File: src/rtl/frequency_meter.sv
// Gated rising-edge counter: reports how many edges of a slow asynchronous input fall in each GATE_CYCLES window.
// Optional peak-hold output (pico / borrar_pico) is compiled in when FREQ_PEAK_HOLD_EN is defined.
module frequency_meter #(
  parameter int GATE_CYCLES = 1000,
  parameter int COUNT_WIDTH = 16,
  parameter int GATE_WIDTH  = 32,
  parameter int SYNC_STAGES = 2
) (
  input  logic                   clock,
  input  logic                   reset,
  input  logic                   enable,
  input  logic                   entrada,
`ifdef FREQ_PEAK_HOLD_EN
  input  logic                   borrar_pico,
  output logic [COUNT_WIDTH-1:0] pico,
`endif
  output logic [COUNT_WIDTH-1:0] medida,
  output logic                   valida,
  output logic                   desborde,
  output logic                   midiendo
);

  // valida is a one-cycle strobe with no back-pressure; medida and desborde take
  // the new result on the clock edge that ends the strobe and hold until the next one.

  typedef enum logic [1:0] {
    IDLE  = 2'd0,
    GATE  = 2'd1,
    LATCH = 2'd2
  } state_t;

  localparam logic [GATE_WIDTH-1:0]  GATE_LOAD = GATE_WIDTH'(GATE_CYCLES - 1);
  localparam logic [COUNT_WIDTH-1:0] CNT_MAX   = '1;

  state_t                   state;
  state_t                   state_next;
  logic [SYNC_STAGES-1:0]   sync;
  logic                     prev;
  logic                     detect;
  logic [COUNT_WIDTH-1:0]   edge_cnt;
  logic                     sticky;
  logic [GATE_WIDTH-1:0]    gate_cnt;

  always_ff @(posedge clock) begin
    if (reset) state <= IDLE;
    else       state <= state_next;
  end

  always_comb begin
    state_next = state;
    midiendo   = 1'b0;
    valida     = 1'b0;
    case (state)
      IDLE: begin
        if (enable) state_next = GATE;
      end
      GATE: begin
        midiendo = 1'b1;
        if (gate_cnt == '0) state_next = LATCH;
      end
      LATCH: begin
        valida     = 1'b1;
        state_next = enable ? GATE : IDLE;
      end
      default: state_next = IDLE;
    endcase
  end

  // Synchroniser and edge detector run in every state so a rise landing in LATCH is still seen.
  always_ff @(posedge clock) begin
    if (reset) begin
      sync   <= '0;
      prev   <= 1'b0;
      detect <= 1'b0;
    end else begin
      sync   <= {sync[SYNC_STAGES-2:0], entrada};
      prev   <= sync[SYNC_STAGES-1];
      detect <= sync[SYNC_STAGES-1] & ~prev;
    end
  end

  always_ff @(posedge clock) begin
    if (reset) begin
      edge_cnt <= '0;
      sticky   <= 1'b0;
      gate_cnt <= '0;
      medida   <= '0;
      desborde <= 1'b0;
    end else begin
      case (state)
        IDLE: begin
          if (enable) begin
            gate_cnt <= GATE_LOAD;
            edge_cnt <= '0;
            sticky   <= 1'b0;
          end
        end
        GATE: begin
          if (gate_cnt != '0) gate_cnt <= gate_cnt - GATE_WIDTH'(1);
          if (detect) begin
            if (edge_cnt == CNT_MAX) sticky <= 1'b1;
            else                     edge_cnt <= edge_cnt + COUNT_WIDTH'(1);
          end
        end
        LATCH: begin
          medida   <= edge_cnt;
          desborde <= sticky;
          edge_cnt <= COUNT_WIDTH'(detect);
          sticky   <= 1'b0;
          if (enable) gate_cnt <= GATE_LOAD;
        end
        default: ;
      endcase
    end
  end

`ifdef FREQ_PEAK_HOLD_EN
  // A clear that coincides with a new result restarts the peak from that result.
  always_ff @(posedge clock) begin
    if (reset)                                pico <= '0;
    else if (valida && borrar_pico)           pico <= edge_cnt;
    else if (borrar_pico)                     pico <= '0;
    else if (valida && (edge_cnt > pico))     pico <= edge_cnt;
  end
`endif

endmodule

File: config.mk
export PLATFORM = sky130hd
export DESIGN_NAME = frequency_meter
export DESIGN_NICKNAME = d
export VERILOG_FILES = /design/src/rtl/frequency_meter.sv
export SDC_FILE = /design/constraint.sdc
export NUM_CORES = 1
export LEC_CHECK = 0
export CAP_MARGIN = 20
export CORE_ASPECT_RATIO = 0.5
export CORE_MARGIN = 5
export CORE_UTILIZATION = 30
export CTS_CLUSTER_SIZE = 8
export DETAILED_ROUTE_END_ITERATION = 8
export GPL_ROUTABILITY_DRIVEN = 0
export SYNTH_ARGS = -nofsm -noshare
export SYNTH_HDL_FRONTEND = slang
export SYNTH_SLANG_ARGS = --single-unit
File: constraint.sdc
create_clock -name clock -period 2.7 [get_ports clock]
set_input_delay 0.81 -clock clock [delete_from_list [all_inputs] [get_ports clock]]
set_output_delay 0.81 -clock clock [all_outputs]
set_load 0.01 [all_outputs]
==> metrics.yaml <==
worst_setup_path:
  start_kind: "flop"
  crit_fanout: 7
  cp.required_ns: 1.89
  worst_ep_arrival_time_ns: 1.77
  cp-end-kind: "output port"
  crit_type: "flop to output port"
floorplanning:
  io_pins: 23
  fp.dieArea_um2: 14990
  rows: 28
  core_um2: 12020
  start_util_pct: 31.25
  die_w_um: 168.2
  die_height_um: 89.11
synth:
  synthCells: 432
  synth.avg_cell_area_um2: 8.692
  yosysSeqAreaShare_pct: 38.39
  synth_top_area_share_pct: 38.39
  ys_warn_count: 0
  synthArstFlopShare_pct: 0
  synth_area_leaders: "dfxtp_1, nor2_1, mux2i_1, a21oi_1, nand4_1"
  ys.flop_type: "dfxtp_1"
  synth_edf_count: 0
  synthesis.area_um2: 3755
  yosysTopAreaCell: "dfxtp_1"
  synth.distinct_cells: 65
  synth_nets: 442
  synth_seq_cells: 72
power_and_ir_drop:
  p_int_mw: 2.050
  peakVddDrop_uv: 298.0
  clkPwrFrac_pct: 46.5
  p_per_area_nw_per_um2: 600.2
  leakagePower_nw: 1.578
  power_frac_seq_pct: 40.1
  swShare_pct: 26.41
  p_comb_share_pct: 13.4
  switching_power_mw: 0.7356
sta:
  timing.final.hold_violations: 0
  fin_skew_ns: 0.005682
  rsz0062_at_grt: "no"
  setup_viol: 0
  tns_ns: 0
  max_freq_ghz: 0.3883
  max_slew.worst_pin.slew_ns: 0.5349
  slew_viol_final: 0
  fin_crit_ns: 2.575
  whs_ns: 0.3861
  fin_crit_sh_pct: 95.37
  slew_headroom_pct: 63.42
placement:
  io_buffer_count: 22
  dp_hpwl_um: 6927
detailed_routing:
  vias_per_cell: 5.481
  drtIter0Drc: 257
  wire_per_inst_um: 15.32
  num_vias: 3524
  wirelength_um: 9848
  antenna_left: 0
  drc: 0
  drtPass1Iterations: 5
global_routing:
  overflow: 0
  grt_pass1_wl_um: 16990
  grt_usage_pct: 13.87
  grt_max_degree: 23
  grt_pass1_vias: 3323
  antenna_found_initial: 0
final_layout:
  layout_commonest_cell: "dfxtp_1"
  drive_gt1_share_pct: 14.44
  layout_common_cells: "dfxtp_1, nor2_1, a21oi_1, buf_4, clkdlybuf4s50_1"
  post-route-util_pct: 38.62
  syn_to_final_growth_pct: 23.59
  fin_nets: 483
  diodes: 0
  nFillCells: 1214
cts:
  clockBufferDepth: 2
  insertion_delay_ns: 0.34
  numCtsBuffers: 9
  holdBufCountCts: 0
  cts.sinks: 72
  cts_tree: "done"
  clock_tree.root_cell: "clkbuf_16"
  htreeDepth: 3
  cts_resized: 0
  clk_pin_slew_worst_paths_ns: 0.06
  postCtsSetupRepairBufs: 0
outcome:
  outcome: "finished clean"
min_path:
  holdCritPathClass: "flop to flop"
job:
  maxCapViolCount: 0
## cell families after synthesis
logic type,share of synthesized area [%]
compound gates,22.03
flops,38.39
xor+xnor,0.9332
mux,4.532
fa+ha+maj,1.999
buf+inv,4.098
simple gates,28.02
## power groups by stage
stage | Sequential (mW) | Clock [mW] | Combinational [mW]
global placement | 1.14 | 0 | 0.364
floorplan | 1.13 | 0 | 0.244
finish | 1.12 | 1.30 | 0.372
detailed placement | 1.14 | 0 | 0.367
CTS | 1.12 | 1.32 | 0.369
global route | 1.12 | 1.37 | 0.414
## final timing paths
check | start | end | slack, ns | depth (start not counted)
hold reg to reg | prev | detect | 0.39 | 1
setup reg to reg | edge_cnt[0] | edge_cnt[2] | 0.30 | 6
setup / recovery | state[0] | midiendo | 0.12 | 2
hold / removal | prev | detect | 0.39 | 1
## routing by layer
metal  global-route usage [%]  wire length [um]  vias to the layer above
met5                        0                 0                        -
met4                    3.166                91                        0
met3                    3.445               409                        9
met2                    22.96              4447                       82
met1                    18.58              4900                     1686
li1                         -                 -                     1747
## metrics by stage
stage | worst slack [ns] | cells | power (mW) | area (um2)
final | 0.1249 | 643 | 2.786 | 4641
after global routing | 0.04728 | 643 | 2.904 | 4641
after CTS | 0.1396 | 642 | 2.809 | 4633
after detailed placement | -0.05728 | 626 | 1.507 | 4313
after global placement | -0.003065 | 626 | 1.503 | 4313
after floorplan | 0.5422 | 432 | 1.377 | 3755
## registers in the layout (all words and copies together), names as in the netlist
signal / flops
sync: 2
gate_cnt: 32
edge_cnt: 16
medida: 16
prev: 1
desborde: 1
sticky: 1
detect: 1
state: 2
## synthesized netlist by cell type (all sizes together), types with 2 or more instances
master   number
inv          10
nor4         11
nand2        21
nor3         13
a311oi       10
o2111ai       2
a2111oi       5
nor2         51
o211ai        3
nor4b         2
nand4b        2
a21oi        33
a31oi        12
or4b          2
or3          12
or4          10
a211o         2
nand3        21
a211oi        5
o21ai        11
nand3b        2
and4          3
a41oi         2
buf          10
nor2b         5
or2           3
dfxtp        72
a31o          3
mux2i        17
a22o          2
ha            6
nand2b        4
xnor2         3
nand4        17
o41ai         2
and3          4
clkbuf       15
o31ai        11
## area by class of cell
cell class              count  area [um2]  share of cell area [%]
multi-input cells         325        2160                   46.54
flip-flops and latches     72        1441                   31.06
repair buffers             55       475.5                   10.25
clock buffers              10       229.0                   4.934
well taps                 165       206.4                   4.449
clock inverters             6       91.34                   1.968
inverters                  10       37.54                  0.8088
## critical path: stages (launching register included)
cell and delay, ns:
dfxtp_1 0.44, ha_1 0.39, clkdlybuf4s50_1 0.61
Power figures use the tool's default switching activity.
